<file path="src/rtl/qspi_host.sv">
// Host (initiator) end of the 4-bit serial link: write phase, optional turnaround,
// read phase, all inside a single cs_n-low window. Nibbles travel MSB-first.
module qspi_host #(
    parameter int DIV  = 2,
    parameter int DW   = 32,
    parameter int TURN = 1
) (
    input  logic                            clk,
    input  logic                            rst_n,
    input  logic                            start,
    input  logic [$clog2(DW/4+1)-1:0]       wr_len,
    input  logic [$clog2(DW/4+1)-1:0]       rd_len,
    input  logic [DW-1:0]                   wr_data,
    output logic                            busy,
    output logic                            done,
    output logic [DW-1:0]                   rd_data,
    output logic                            sck,
    output logic                            cs_n,
    output logic [3:0]                      q_out,
    output logic                            q_oe,
    input  logic [3:0]                      q_in
);

    localparam int NMAX  = DW / 4;
    localparam int LW    = $clog2(NMAX + 1);
    localparam int NCMAX = (NMAX > TURN) ? NMAX : TURN;
    localparam int NW    = $clog2(NCMAX + 1);
    localparam int CW    = $clog2(DIV + 1);

    typedef enum logic [2:0] {
        ST_IDLE,
        ST_WRITE,
        ST_TURN,
        ST_READ,
        ST_HOLD,
        ST_GAP
    } state_t;

    state_t          state, state_d;
    logic [CW-1:0]   cnt, cnt_d;
    logic            ph, ph_d;
    logic [NW-1:0]   nib, nib_d;
    logic [DW-1:0]   wr_sr, wr_sr_d, wr_sr_shift;
    logic [LW-1:0]   rd_len_q, rd_len_d;
    logic [DW-1:0]   rd_data_d;
    logic            sck_d, cs_n_d, q_oe_d, done_d, busy_d;
    logic [3:0]      q_out_d;

    logic [LW-1:0]   wr_clamp, rd_clamp, rd_sel;
    logic            half_end;
    state_t          post_wr_state;
    logic [NW-1:0]   post_wr_nib;

    always_ff @(posedge clk or negedge rst_n) begin
        if (!rst_n) begin
            state    <= ST_IDLE;
            cnt      <= '0;
            ph       <= 1'b0;
            nib      <= '0;
            wr_sr    <= '0;
            rd_len_q <= '0;
            rd_data  <= '0;
            sck      <= 1'b0;
            cs_n     <= 1'b1;
            q_out    <= '0;
            q_oe     <= 1'b0;
            done     <= 1'b0;
            busy     <= 1'b0;
        end else begin
            state    <= state_d;
            cnt      <= cnt_d;
            ph       <= ph_d;
            nib      <= nib_d;
            wr_sr    <= wr_sr_d;
            rd_len_q <= rd_len_d;
            rd_data  <= rd_data_d;
            sck      <= sck_d;
            cs_n     <= cs_n_d;
            q_out    <= q_out_d;
            q_oe     <= q_oe_d;
            done     <= done_d;
            busy     <= busy_d;
        end
    end

    always_comb begin
        wr_clamp    = (wr_len > LW'(NMAX)) ? LW'(NMAX) : wr_len;
        rd_clamp    = (rd_len > LW'(NMAX)) ? LW'(NMAX) : rd_len;
        rd_sel      = (state == ST_IDLE) ? rd_clamp : rd_len_q;
        half_end    = (cnt == CW'(DIV - 1));
        wr_sr_shift = wr_sr << 4;
        // Where to go once the write phase is over (or skipped entirely).
        if (rd_sel == '0) begin
            post_wr_state = ST_HOLD;
            post_wr_nib   = '0;
        end else if (TURN > 0) begin
            post_wr_state = ST_TURN;
            post_wr_nib   = NW'(TURN);
        end else begin
            post_wr_state = ST_READ;
            post_wr_nib   = NW'(rd_sel);
        end
    end

    always_comb begin
        state_d   = state;
        cnt_d     = cnt;
        ph_d      = ph;
        nib_d     = nib;
        wr_sr_d   = wr_sr;
        rd_len_d  = rd_len_q;
        rd_data_d = rd_data;
        sck_d     = sck;
        cs_n_d    = cs_n;
        q_out_d   = q_out;
        q_oe_d    = q_oe;
        done_d    = 1'b0;
        busy_d    = busy;

        case (state)
            ST_IDLE: begin
                if (start) begin
                    busy_d    = 1'b1;
                    cs_n_d    = 1'b0;
                    sck_d     = 1'b0;
                    cnt_d     = '0;
                    ph_d      = 1'b0;
                    wr_sr_d   = wr_data;
                    rd_len_d  = rd_clamp;
                    rd_data_d = '0;
                    if (wr_clamp != '0) begin
                        state_d = ST_WRITE;
                        nib_d   = NW'(wr_clamp);
                        q_out_d = wr_data[DW-1 -: 4];
                        q_oe_d  = 1'b1;
                    end else begin
                        state_d = post_wr_state;
                        nib_d   = post_wr_nib;
                        q_out_d = '0;
                        q_oe_d  = 1'b0;
                    end
                end
            end

            ST_WRITE, ST_TURN, ST_READ: begin
                cnt_d = cnt + CW'(1);
                if (half_end) begin
                    cnt_d = '0;
                    if (!ph) begin
                        ph_d  = 1'b1;
                        sck_d = 1'b1;
                    end else begin
                        ph_d  = 1'b0;
                        sck_d = 1'b0;
                        nib_d = nib - NW'(1);
                        if (state == ST_READ)
                            rd_data_d = (rd_data << 4) | DW'(q_in);
                        if (nib == NW'(1)) begin
                            case (state)
                                ST_WRITE: begin
                                    state_d = post_wr_state;
                                    nib_d   = post_wr_nib;
                                    // Last write nibble stays driven through HOLD.
                                    if (post_wr_state != ST_HOLD) begin
                                        q_out_d = '0;
                                        q_oe_d  = 1'b0;
                                    end
                                end
                                ST_TURN: begin
                                    state_d = ST_READ;
                                    nib_d   = NW'(rd_len_q);
                                end
                                default: state_d = ST_HOLD;
                            endcase
                        end else if (state == ST_WRITE) begin
                            wr_sr_d = wr_sr_shift;
                            q_out_d = wr_sr_shift[DW-1 -: 4];
                        end
                    end
                end
            end

            ST_HOLD: begin
                cnt_d = cnt + CW'(1);
                if (half_end) begin
                    cnt_d   = '0;
                    cs_n_d  = 1'b1;
                    done_d  = 1'b1;
                    q_out_d = '0;
                    q_oe_d  = 1'b0;
                    state_d = ST_GAP;
                end
            end

            ST_GAP: begin
                // The done cycle plus DIV further clk keep busy asserted.
                cnt_d = cnt + CW'(1);
                if (cnt == CW'(DIV)) begin
                    cnt_d   = '0;
                    busy_d  = 1'b0;
                    state_d = ST_IDLE;
                end
            end

            default: state_d = ST_IDLE;
        endcase
    end

endmodule
</file>
<file path="config.mk">
export PLATFORM = sky130hd
export DESIGN_NAME = qspi_host
export DESIGN_NICKNAME = d
export VERILOG_FILES = /design/src/rtl/qspi_host.sv
export SDC_FILE = /design/constraint.sdc
export NUM_CORES = 1
export LEC_CHECK = 0
export ABC_AREA = 0
export CAP_MARGIN = 10
export CORE_UTILIZATION = 55
export CTS_CLUSTER_SIZE = 20
export DETAILED_ROUTE_END_ITERATION = 8
export PLACE_DENSITY = 0.95
export SLEW_MARGIN = 5
export SYNTH_ARGS = -nofsm -noshare
export SYNTH_HDL_FRONTEND = slang
export SYNTH_SLANG_ARGS = --single-unit
export TNS_END_PERCENT = 1
</file>
<file path="constraint.sdc">
create_clock -name clk -period 4.8 [get_ports clk]
set_input_delay 0.48 -clock clk [delete_from_list [all_inputs] [get_ports clk]]
set_output_delay 0.48 -clock clk [all_outputs]
set_load 0.05 [all_outputs]
</file>
Word-level counts from Yosys, hierarchy flattened
Cells that the tools add are included.
{"block": "word_totals", "out_inout_bits": 41, "word_cells": 124, "register_bits": 82, "input_bits": 47}
{"block": "op_classes", "n_bitwise": 1, "mux": 66, "eq_ne": 20, "n_addsub": 2, "magnitude_cmp": 2, "n_reduce_logical": 21}
{"operator": "$mux W28", "count": 5}
{"operator": "$mux W32", "count": 4}
{"operator": "$mux W4", "count": 17}
{"operator": "$pmux W32 S2", "count": 1}
{"operator": "$pmux W28 S2", "count": 1}
{"operator": "$or A32 B4 Y32", "count": 1}
{"operator": "$mux W3", "count": 8}
{"operator": "$ne A2 B2 Y1 const B", "count": 10}
{"operator": "$mux W1", "count": 17}
{"operator": "$pmux W4 S2", "count": 2}
{"operator": "$pmux W3 S4", "count": 1}
{"operator": "$pmux W4 S3", "count": 1}
{"operator": "$reduce_and A6 Y1", "count": 2}
{"operator": "$reduce_and A3 Y1", "count": 3}
{"operator": "$gt A4 B4 Y1 const B", "count": 2}
{"operator": "$reduce_and A8 Y1", "count": 1}
{"operator": "$reduce_and A7 Y1", "count": 1}
{"operator": "$eq A3 B2 Y1 const B", "count": 2}
{"operator": "$eq A3 B3 Y1 const B", "count": 2}
{"operator": "$mux W2", "count": 3}
{"operator": "$ne A3 B3 Y1 const B", "count": 2}
{"operator": "$pmux W1 S2", "count": 3}
{"operator": "$pmux W2 S3", "count": 1}
{"operator": "$pmux W3 S2", "count": 1}
{"operator": "other kinds (17)", "count": 21}

Depth between registers and ports, before layout
Gate-level depths: netlist of run 1.
{"block": "depth", "word_depth": 12, "depth_mapped": 10, "mapped_depth_nobuf": 7}

Least setup slack after synthesis of run 1
OpenSTA, ideal clock, no wires.
{"block": "synth_path", "path_kind": "reg-to-reg", "startpoint": "register ph", "endpoint": "register q_out[0]", "path_buffers": 0, "slack_ps": 2814, "synth_period_minus_slack_ps": 1986, "arrival_ps": 1861, "path_stages_with_launch": 6, "cell_sequence": "dfrtp_1 -> nand3b_1 -> nor2_1 -> o21ai_0 -> a31oi_1 -> mux2_2"}
{"block": "synth_via", "elab_chain_len": 2}
{"element": "start: declaration", "line_no": "41", "source": "logic ph, ph_d;"}
{"element": "start signal: assignment", "line_no": "72", "source": "ph <= ph_d;"}
{"element": "$ne A2 B2 Y1 (no line)"}
{"element": "$reduce_and A7 Y1 (no line)"}
{"element": "end signal: assignment", "line_no": "79", "source": "q_out <= q_out_d;"}
{"element": "end: declaration", "line_no": "19", "source": "output logic [3:0] q_out,"}
Every way passes these cells.
A chain may end at the register's enable or synchronous reset.

Worst setup path in the final report of run 1
{"block": "layout_path", "startpoint": "register state[2]", "endpoint": "register q_out[1]"}
{"block": "layout_via", "elab_chain_len": 7, "word_cells_on_any_way": 19}
{"element": "start: declaration", "line_no": "39", "source": "state_t state, state_d;"}
{"element": "start signal: assignment", "line_no": "70", "source": "state <= state_d;"}
{"element": "$logic_not A3 Y1", "line_no": "89, 120"}
{"element": "$mux W4", "line_no": "89", "source": "rd_sel = (state == ST_IDLE) ? rd_clamp : rd_len_q;"}
{"element": "$logic_not A4 Y1", "line_no": "93", "source": "if (rd_sel == '0) begin"}
{"element": "$mux W3", "line_no": "93"}
{"element": "$ne A3 B3 Y1", "line_no": "164", "source": "if (post_wr_state != ST_HOLD) begin"}
{"element": "$ne A3 B3 Y1 (no line)"}
{"element": "$reduce_and A7 Y1 (no line)"}
Several ways; a longest one is shown, not always the timed one.

==> results of run 1 <==
[where the power goes]
group          total, W  internal [W]  switching, W  leakage (nW)
sequential      0.00124      0.000964      0.000276          1.06
clock          0.000479      0.000237      0.000242        0.0921
combinational   0.00174      0.000630       0.00111          1.12
[stage by stage]
step | power [W] | std cells | hold WS, ns
3_3_place_gp | 0.00289 | 577 | 0.449
5_1_grt | 0.00366 | 592 | 0.386
6_report | 0.00346 | 592 | 0.282
2_1_floorplan | 0.00248 | 417 | 0.184
3_5_place_dp | 0.00297 | 577 | 0.467
4_1_cts | 0.00346 | 592 | 0.332
[cells in the final DEF, fill, tap and decap left out, drive strengths merged, types with 2 or more instances in the layout]
master and count:
o41ai 2, dfrtp 81, a21o 3, mux2i 25
or3 2, buf 5, nand4 2, or3b 2
nand3b 4, and2b 2, o211ai 2, nand2 109
ha 2, a31oi 3, mux2 4, xnor2 4
nor2b 2, o21ai 35, nor3 7, a22o 8
clkdlybuf4s50 86, inv 4, nor2 18, nor4 2
o311ai 2, a21oi 12, o221ai 3, nand3 34
clkinv 4, clkbuf 10
[final timing paths]
path                                         start                       to  slack (ns)  cells after the start
hold / removal                               rst_n     wr_sr[1]$_DFFE_PN0P_        0.28                      1
min in group clk           rd_data[28]$_DFFE_PN0P_  rd_data[28]$_DFFE_PN0P_        0.48                      2
setup reg to reg              state[2]$_DFFE_PN0P_     q_out[1]$_DFFE_PN0P_        1.95                      6
hold reg to reg            rd_data[28]$_DFFE_PN0P_  rd_data[28]$_DFFE_PN0P_        0.48                      2
setup / recovery              state[2]$_DFFE_PN0P_     q_out[1]$_DFFE_PN0P_        1.95                      6
max in group asynchronous                    rst_n  rd_data[29]$_DFFE_PN0P_        3.86                      1
[sequential cells by signal, summed over array words and instances, names as in the netlist, 2 cells and up]
name,flops
q_out,4
nib,4
rd_data,32
cnt,2
wr_sr,28
state,3
rd_len_q,4
[kinds of logic after synthesis]
family,share of synthesized area
XOR/XNOR,0.00881
multiplexers,0.0743
flip-flops,0.516
AND/OR/NAND/NOR,0.211
AO/OA/AOI/OAI,0.132
buffers and inverters,0.0513
adder cells (fa/ha/maj),0.00629
[cell type report]
type,instances,share of cell area
Sequential cell,82,0.411
Multi-Input combinational cell,303,0.345
Timing Repair Buffer,91,0.180
Clock buffer,10,0.0255
Tap cell,96,0.0240
Clock inverter,5,0.0113
Inverter,5,0.00375
[metal layers]
| layer | part of all wire | vias up | routed length, µm |
|---|---|---|---|
| li1 | - | 1599 | - |
| met1 | 0.40 | 1621 | 3830 |
| met2 | 0.51 | 155 | 4890 |
| met3 | 0.074 | 25 | 717 |
| met4 | 0.023 | 0 | 225 |
| met5 | 0 | - | 0 |
[critical path, delay by kind of cell (launching register included)]
kind / cells / cell delay, ns
compound gates: 2 / 0.50
simple gates: 1 / 0.17
flops: 1 / 0.84
mux: 1 / 0.27
buf+inv: 2 / 0.94
==> flow_results.org, run 1 <==
** Finish
- After routing the design area is 0.00500 mm².
- Fraction of layout cells with a size suffix above 1 :: 0.0746
- Area used by multi-input combinational logic :: 0.00173 mm²
- Post-synthesis to final-layout area growth :: 25.7%
- Antenna Cells :: 0
- Total of fill cells in the finished design :: 492
- Net count, final :: 541
- Registers take 0.00205 mm².
- Fraction of the core area covered by cells at the end of the flow :: 0.724

** Timing
- Worst-case headroom to the max-slew limit :: 0.301
- Measured slew at the worst slew-check pin :: 1.04 ns
- Max-slew violations :: 0
- Subtracting the final worst setup slack from the clock period gives 2.85 ns.
- In the final timing run, aggregate negative setup slack is 0 ns.
- Number of endpoints failing setup at the final stage :: 0
- For this run, the top clock speed supported by timing is 0.351 GHz.
- Dividing the final minimum period by the clock period gives 0.593.
- After layout, the worst setup slack is 1.95 ns.
- Count of final hold-check violations :: 0
- Between clock sinks in the finished design, the worst skew comes to 0.00704 ns.
- Setup repair after global routing missed its margin :: no

** Drt
- DR vias :: 3400
- After detailed routing, the average wire length per cell comes to 16.3 µm.
- Vias per inst :: 5.74
- DRC :: 0
- The detailed router finished its first iteration with 415 violations.
- After detailed routing, the total wire length is 9.67 mm.
- Before antenna repair, the detailed router went through 5 iterations.
- The count of nets left with antenna violations once routing finished came out at 0.

** CTS
- Clock Sink Count :: 82
- The H-tree was split into 3 levels.
- For this design, the CTS-stage hold fixing added 0 buffers.
- Post-CTS Setup Inserts :: 0
- The number of gates resized after CTS was 0.
- TritonCTS Buffers :: 9
- The later pin in the worst-skew pair is clocked with a latency of 0.35 ns.
- The longest clock path from root to sink contains 2 buffers.
- Clock tree from TritonCTS :: built
- The cell sitting at the root of the clock tree is a clkbuf_8.
- Clock transition at the registers of the reported paths :: 0.08 ns

** Floorplan
- I/O pin count :: 88
- Height of the die :: 87.0 µm
- Effective utilization at floorplan :: 0.576
- The die is 87.0 µm wide.
- Floorplan die area :: 0.00757 mm²
- After floorplanning, the core was sized to cover 0.00691 mm².
- Floorplan row count :: 30

** Place
- In this run the tool buffered the top-level ports with 87 buffer cells.
- RePlAce Congestion :: 0.959
- Summing all placed instances gives a cell area of 0.00482 mm².
- Before CTS, the worst setup slack after placement is 2.04 ns.
- Detailed placement ended at an HPWL of 6.72 mm.

** Synthesis
- Synth top cells by count :: nand2_1, dfrtp_1, o21ai_0
- Distinct cell type count of the synthesized netlist :: 54
- Of the post-synthesis cell area, the dominant cell type holds 0.510.
- Per-instance average area after synthesis :: 9.54 µm²
- Among all cell types in the netlist, the one instantiated most often is nand2_1.
- In this run, synthesis produced a sequential element count of 82.
- Ys Warns :: 0
- In this run the cell area of the synthesized design comes to 0.00398 mm².
- Share of the yosys chip area belonging to registers :: 0.516
- Summed over all instances, the cell type with the most area after synthesis is dfrtp_1.
- Synth area leaders :: dfrtp_1, nand2_1, mux2i_1
- The number of nets handed over by synthesis was 466.
- Yosys mapped a number of flops with a built-in enable equal to 0.
- Async set-reset flop share out of synthesis :: 1.00
- After technology mapping, the gate count stands at 417.
- Prevailing post-synth register cell :: dfrtp_1

** Setup path
- Along the worst path, the maximum fanout reaches 25.
- Cell-by-cell listing of the critical path :: clkinv_1 > o21ai_2 > buf_4 > nor2_1 > a22o_1 > mux2_2
- For this design, the slowest cell found on the critical path is dfrtp_1.
- Largest stage delay on the critical path :: 0.84 ns
- STA classifies the critical path endpoint as a register.
- Data arrival time of the critical path :: 3.08 ns
- STA classifies the critical path startpoint as a register.
- Data on the critical path is required at its endpoint by 5.04 ns.
- Critical path class :: reg2reg

** Global route
- For this run, global-route usage on met2 was measured as 0.445.
- Entering global routing, the biggest net connects 83 pins.
- Number of global-route vias before repair :: 3235
- For this run, the total global-route usage over all layers was measured as 0.272.
- For met1 alone, demand over resource in global routing was 0.339.
- Global-route wire length before repair :: 15.7 mm
- Routing usage on met3 :: 0.0872
- Grt ovf :: 0
- Number of antenna violations at the first check in global routing :: 0
- In this run the most used layer during global routing was met2.

** Pwr
- Leakage power figure :: 2.28 nW
- The worst-case IR drop observed on VDD is 0.000360 V.
- Total power per unit cell area :: 691 mW/mm²

** Status
- Run status :: completed

** Hold path
- The worst hold path belongs to the class in2async.

** Flow run
- The tool flagged a number of max-cap violations equal to 0.
No activity file was read; power rests on OpenSTA's default activity.
==> run 2, diff against run 1 <==
--- a/config.mk
+++ b/config.mk
@@ -7,10 +7,10 @@
 export LEC_CHECK = 0
 export ABC_AREA = 0
 export CAP_MARGIN = 10
-export CORE_UTILIZATION = 55
+export CORE_UTILIZATION = 46
 export CTS_CLUSTER_SIZE = 20
 export DETAILED_ROUTE_END_ITERATION = 8
-export PLACE_DENSITY = 0.95
+export PLACE_DENSITY = 0.87
 export SLEW_MARGIN = 5
 export SYNTH_ARGS = -nofsm -noshare
 export SYNTH_HDL_FRONTEND = slang
==> constraint.sdc (replaced) <==
create_clock -name clk -period 2.57 [get_ports clk]
set_input_delay 0.257 -clock clk [delete_from_list [all_inputs] [get_ports clk]]
set_output_delay 0.257 -clock clk [all_outputs]
set_load 0.05 [all_outputs]
==> flow_results.org, run 2 (same netlist as run 1, synthesis figures left out) <==
** Drt
- DRT Pass-1 Iters :: 5 (unchanged)
- The post-route DRC violation count was 0 (unchanged).
- The first-iteration detailed-routing DRC count was 264 (-36%).
- Final antenna-violating net count :: 0 (unchanged)
- DR vias :: 3398 (-0.059%)
- Vias per inst :: 5.54 (-3.5%)
- Final wirelength :: 9.67 mm (about the same)
- The routed wirelength normalized by instance count was 15.8 µm (-3.3%).

** Pwr
- The part of the power in the clock network came to 0.166 (+0.027).
- Sequential cell fraction of total power :: 0.333 (-0.026)
- The combinational fraction of design power is 0.501 (-0.002).
- Leakage power figure :: 2.36 nW (+3.8%)
- The worst voltage drop across the vdd grid is 0.000634 V (+76%).
- Net Sw Frac :: 0.452 (-0.0183)
- The power density over the cells came to 1310 mW/mm² (+89%).
- The internal portion of total power was 0.00371 W (+100%).
- Switching power :: 0.00306 W (+88%)

** Setup path
- Worst setup SP type :: register
- Crit path required time :: 2.81 ns (-2.23 ns)
- Critical path class :: reg2reg
- Worst setup path startpoint :: state[1]$_DFFE_PN0P_
- In this run the critical register-to-register path is launched from state[1]$_DFFE_PN0P_.
- The worst setup path is captured at a register.
- The largest fanout on the critical path came to 14 (-44%).
- The signal arrival time at the worst endpoint came to 2.41 ns (-0.67 ns).

** Global route
- Number of antenna violations at the first check in global routing :: 0 (unchanged)
- Grt ovf :: 0 (unchanged)
- The pin count of the biggest net entering global routing was 83 (unchanged).
- Global-route wire length before repair :: 15.6 mm (-0.35%)
- Total global routing track utilization :: 0.226 (-0.0460)
- Number of global-route vias before repair :: 3293 (+1.8%)

** Finish
- Net count, final :: 552 (+2.0%)
- The top cell types in the final layout, fill and taps aside, are nand2_1, clkdlybuf4s50_1, dfrtp_1, o21ai_0, nand3_1.
- The fraction of layout cells with a size suffix above 1 was 0.0965 (+0.0219).
- Largest registers :: rd_data x32, wr_sr x28
- Reg with most FFs :: rd_data
- Leading cell type in the layout, fill and taps excluded :: nand2_1
- The final antenna diode count is 0 (unchanged).
- The area growth from synthesis to layout is 30.1%.
- Max reg flops :: 32 (unchanged)

** Timing
- Measured slew at the worst slew-check pin :: 1.02 ns (-0.0206 ns)
- Number of endpoints failing setup at the final stage :: 0 (unchanged)
- Count of final hold-check violations :: 0 (unchanged)
- Worst Setup Slack, final :: 0.398 ns (-1.56 ns)
- The clock period minus worst slack is 2.17 ns (-0.673 ns).
- Max-slew violations :: 0 (unchanged)
- Worst-case headroom to the max-slew limit :: 0.321 (+0.0202)
- Summed negative setup slack over all endpoints :: 0 ns (unchanged)
- Setup repair after global routing missed its margin :: no
- Share of the clock period used by the worst path :: 0.845 (+0.252)
- The final clock skew was 0.00824 ns (+0.00119 ns).
- Maximum clock rate :: 0.460 GHz (+31%)

** CTS
- CTS Hold Buffers Added :: 0 (unchanged)
- The number of clock buffers inserted by TritonCTS is 9 (unchanged).
- The cell sitting at the root of the clock tree is a clkbuf_8.
- The quantity of gates resized following cts was 0 (unchanged).
- The clock net sink count is 82 (unchanged).
- Clock tree from TritonCTS :: built
- Clock transition at the registers of the reported paths :: 0.08 ns (about the same)
- The insertion delay of the later-clocked pin in the worst-skew pair was 0.35 ns (about the same).
- The number of H-tree branching levels was 3 (unchanged).
- The maximum buffer depth of the clock tree came to 2 (unchanged).
- Post-CTS Setup Inserts :: 0 (unchanged)

** Place
- Setup WS pre-CTS :: 0.389 ns (-1.65 ns)
- The weighted congestion reported at the end of routability-driven placement was 0.912 (-5.0%).
- Quantity of I/O buffers inserted on ports :: 87 (unchanged)
- Detailed Place HPWL :: 6.67 mm (-0.81%)

** Floorplan
- The number of core rows is 33 (+10%).
- The horizontal die dimension is 95.0 µm (+9.1%).
- The die extent in y came to 95.0 µm (+9.1%).
- The starting density of the core is 0.479 (-0.0966).
- The placeable core region was 0.00830 mm² (+20%).
- I/O pin count :: 88 (unchanged)
- The full die area is 0.00902 mm² (+19%).

** Flow run
- # Max-Cap Violations :: 0 (unchanged)

** Status
- Run status :: completed

** Hold path
- Type of the tightest min-delay check :: in2async
-- run 2: through the flow --
stage	std cells	cell area (µm²)	utilization	hold WS, ns	total power, W
after floorplan	417	3980	-	-0.0386	0.00464
after global placement	597	4930	0.594	0.453	0.00552
after CTS	613	5170	0.623	0.114	0.00679
after detailed placement	597	4930	0.594	0.463	0.00564
after global routing	613	5170	0.623	0.164	0.00718
final	613	5170	0.623	0.0487	0.00677
-- run 2: path summary, 6_finish.rpt --
path	slack (ns)	cells after the start	end
worst max-delay path	0.40	4	q_out[3]$_DFFE_PN0P_
worst min-delay path	0.05	1	rd_data[10]$_DFFE_PN0P_
worst max register to register	0.40	4	q_out[3]$_DFFE_PN0P_
worst min register to register	0.48	2	rd_data[31]$_DFFE_PN0P_
max in group asynchronous	1.83	1	rd_len_q[3]$_DFFE_PN0P_
min in group clk	0.45	3	rd_data[0]$_DFFE_PN0P_
-- run 2: layout make-up --
cell class,instances,area (µm²)
Clock buffer,10,128
Clock inverter,6,115
Fill cell,690,3130
Inverter,5,18.8
Multi-Input combinational cell,303,1730
Sequential cell,82,2050
Tap cell,105,131
Timing Repair Buffer,102,993
-- run 2: power groups by stage --
stage                     logic (W)  registers (W)  clock network, W
after floorplan             0.00176        0.00288                 0
after global placement      0.00328        0.00224                 0
after detailed placement    0.00337        0.00226                 0
after CTS                   0.00340        0.00225           0.00115
after global routing        0.00367        0.00231           0.00120
final                       0.00339        0.00225           0.00112
-- run 2: layer usage --
layer / up-vias / part of all wire / track usage
met2: 133 / 0.48 / 0.351
li1: 1622 / - / -
met3: 30 / 0.066 / 0.0531
met1: 1613 / 0.42 / 0.298
met4: 0 / 0.029 / 0.106
met5: - / 0 / 0
-- run 2: critical path, stage by stage (launching register included) --
cell and delay [ns]:
dfrtp_1 0.58, nor2_2 0.47, nor2_2 0.16, a31oi_1 0.45
mux2_2 0.40
==> run 3, diff against run 2 <==
--- a/config.mk
+++ b/config.mk
@@ -7,10 +7,10 @@
 export LEC_CHECK = 0
 export ABC_AREA = 0
 export CAP_MARGIN = 10
-export CORE_UTILIZATION = 46
+export CORE_UTILIZATION = 51
 export CTS_CLUSTER_SIZE = 20
 export DETAILED_ROUTE_END_ITERATION = 8
-export PLACE_DENSITY = 0.87
+export PLACE_DENSITY = 0.91
 export SLEW_MARGIN = 5
 export SYNTH_ARGS = -nofsm -noshare
 export SYNTH_HDL_FRONTEND = slang
==> constraint.sdc (replaced) <==
create_clock -name clk -period 2 [get_ports clk]
set_input_delay 0.2 -clock clk [delete_from_list [all_inputs] [get_ports clk]]
set_output_delay 0.2 -clock clk [all_outputs]
set_load 0.05 [all_outputs]
==> flow_results.org, run 3 (same netlist as run 1, synthesis figures left out) <==
** Finish
- Ranked by flip-flop count, first place goes to rd_data.
- Leaving out fill and tap cells, the most frequent cells in the layout are nand2_1, clkdlybuf4s50_1, dfrtp_1, o21ai_0, nand3_1.
- The fill cell instance count of the final layout is 535 (-22%).
- Post-synthesis to final-layout area growth :: 34.5%
- The largest registers in the layout are rd_data x32, wr_sr x28.
- Leaving out fill and tap cells, the most frequent cell in the layout is nand2_1.
- The fraction of layout cells with a size suffix above 1 is 0.147 (+0.0504).
- The flip-flop count of the largest register, all copies and words added was 32 (unchanged).
- Net count, final :: 575 (+4.2%)
- The final antenna diode count is 0 (unchanged).
- Finished layout cell area :: 0.00535 mm² (+3.4%)

** Timing
- The post-route fraction of the period consumed by the critical path came to 0.988 (+0.142).
- The number of setup violations in the final report came to 0 (unchanged).
- The worst max-slew margin expressed relative to the limit came to 0.619 (+0.298).
- The measured slew at the worst slew-check pin is 0.570 ns (-0.449 ns).
- The clock period minus worst slack was 1.98 ns (-0.197 ns).
- Post-Route Skew :: 0.00625 ns (-0.00199 ns)
- The final-report max-slew violation count was 0 (unchanged).
- Worst hold margin :: 0.280 ns (+0.232 ns)
- Worst Setup Slack, final :: 0.0250 ns (-0.373 ns)
- The number of hold violations in the final report was 0 (unchanged).
- The maximum clock rate came to 0.506 GHz (+10%).
- The total negative slack is 0 ns (unchanged).

** Setup path
- Crit end category :: register
- Critical path class :: reg2reg
- The most numerous cell type found on the critical path is buf_6.
- Data arrival time of the critical path :: 2.21 ns (-0.20 ns)
- Cell-by-cell listing of the critical path :: inv_2 > ha_4 > or3b_4 > buf_6 > o311ai_4 > nand2_2 > buf_6 > o22a_2
- Worst setup SP type :: register
- The largest fanout on the critical path came to 4 (-10).
- The required time at the worst-slack endpoint is 2.24 ns (-0.57 ns).
- The largest individual stage delay along the critical path comes from the cell or3b_4.
- The biggest cell delay along the critical path was 0.41 ns (-0.17 ns).

** Place
- The setup slack after placement is -0.0766 ns (-0.465 ns).
- The weighted congestion reported at the end of routability-driven placement was 0.969 (+6.3%).
- The count of buffers inserted at the top-level ports is 87 (unchanged).
- The instance area at placement came to 0.00512 mm² (+3.8%).
- The detailed placer's ending HPWL was 7.32 mm (+9.8%).

** Drt
- DRC :: 0 (unchanged)
- The detailed-route vias per instance is 5.52 (-0.35%).
- Detailed router's first-iteration violation count :: 277 (+4.9%)
- The count of antenna-violating nets left after detailed routing was 0 (unchanged).
- The via count is 3480 (+2.4%).
- The routed wirelength normalized by instance count was 15.8 µm (+0.30%).
- Final wirelength :: 9.97 mm (+3.1%)
- The number of search-and-repair iterations in the first detailed-routing pass is 7 (+2).

** Floorplan
- Floorplan row count :: 31 (-6.1%)
- The boundary pin count is 88 (unchanged).
- Floorplan die area :: 0.00815 mm² (-9.6%)
- The starting density of the core is 0.537 (+0.0576).
- The placeable core region was 0.00741 mm² (-11%).
- The die extent in y came to 90.3 µm (-4.9%).
- Die width :: 90.3 µm (-4.9%)

** CTS
- Clock Sink Count :: 82 (unchanged)
- The buffer count from post-CTS setup fixing is 0 (unchanged).
- Max Root-Sink Buffers :: 2 (unchanged)
- TritonCTS Buffers :: 9 (unchanged)
- Insertion delay of the later-clocked pin in the worst-skew pair :: 0.35 ns (about the same)
- The cell sitting at the root of the clock tree is a clkbuf_8.
- The number of H-tree branching levels is 3 (unchanged).
- TritonCTS built the clock tree.
- Clock transition at the registers of the reported paths :: 0.08 ns (about the same)

** Global route
- The pin count of the biggest net entering global routing is 37 (-55%).
- Number of global-route vias before repair :: 3443 (+4.6%)
- Total global routing track utilization :: 0.262 (+0.0363)
- The final global-route overflow total is 0 (unchanged).
- The first-pass GRT wire length came to 16.8 mm (+7.5%).
- Number of antenna violations at the first check in global routing :: 0 (unchanged)

** Pwr
- Total power per unit cell area :: 1640 mW/mm² (+25%)
- Maximum VDD drop :: 0.000906 V (+43%)
- The leakage dissipation came to 2.46 nW (+4.1%).
- The total power after layout came to 0.00875 W (+29%).

** Hold path
- The worst hold path belongs to the class in2async.

** Status
- The run finished with clean final reports.

** Flow run
- The reported max-cap violation count is 0 (unchanged).
[run 3: metrics by stage]
| stage | cells | utilization |
|---|---|---|
| final | 630 | 0.722 |
| after floorplan | 417 | - |
| after global routing | 630 | 0.722 |
| after CTS | 630 | 0.718 |
| after detailed placement | 613 | 0.691 |
| after global placement | 613 | 0.691 |
[run 3: worst paths after layout]
kind	from	endpoint	cells past startpoint	slack (ns)
max	nib[1]$_DFFE_PN0P_	state[1]$_DFFE_PN0P_	8	0.02
min	rst_n	wr_sr[0]$_DFFE_PN0P_	2	0.28
max reg2reg	nib[1]$_DFFE_PN0P_	state[1]$_DFFE_PN0P_	8	0.02
min reg2reg	rd_data[29]$_DFFE_PN0P_	rd_data[29]$_DFFE_PN0P_	2	0.47
max in group asynchronous	rst_n	state[0]$_DFFE_PN0P_	3	1.06
min in group clk	q_in[3]	rd_data[3]$_DFFE_PN0P_	3	0.39
[run 3: what timing repair did]
action,4_1_cts,5_1_grt
pin swaps,1,0
hold buffers,1,0
gates resized for setup,6,7
hold endpoints to repair,20,0
setup endpoints to repair,20,26
[run 3: power breakdown]
group	total, W	internal, W	switching, W
clock	0.00106	0.000454	0.000610
combinational	0.00482	0.00193	0.00289
sequential	0.00287	0.00232	0.000551
[run 3: metal layers]
metal / wire [µm] / vias to the layer above / GRT usage / part of all wire
met4: 237 / 0 / 0.0995 / 0.024
met5: 0 / - / 0 / 0
met3: 511 / 20 / 0.0640 / 0.051
met1: 4350 / 1679 / 0.346 / 0.44
li1: - / 1663 / - / -
met2: 4870 / 118 / 0.420 / 0.49
[run 3: area by class of cell]
class	instances	area, µm²	share of cell area
Inverter	5	18.8	0.00351
Timing Repair Buffer	125	1220	0.228
Clock buffer	10	128	0.0239
Clock inverter	6	40.0	0.00748
Sequential cell	82	2050	0.384
Multi-Input combinational cell	303	1760	0.330
Tap cell	99	124	0.0232
[run 3: critical path, delay by kind of cell, from the launching register on]
kind / cells / cell delay (ns)
and+or+nand+nor: 2 / 0.53
AOI/OAI and AO/OA: 2 / 0.44
DFF: 1 / 0.40
buffers and inverters: 3 / 0.37
adders and majority gates: 1 / 0.12
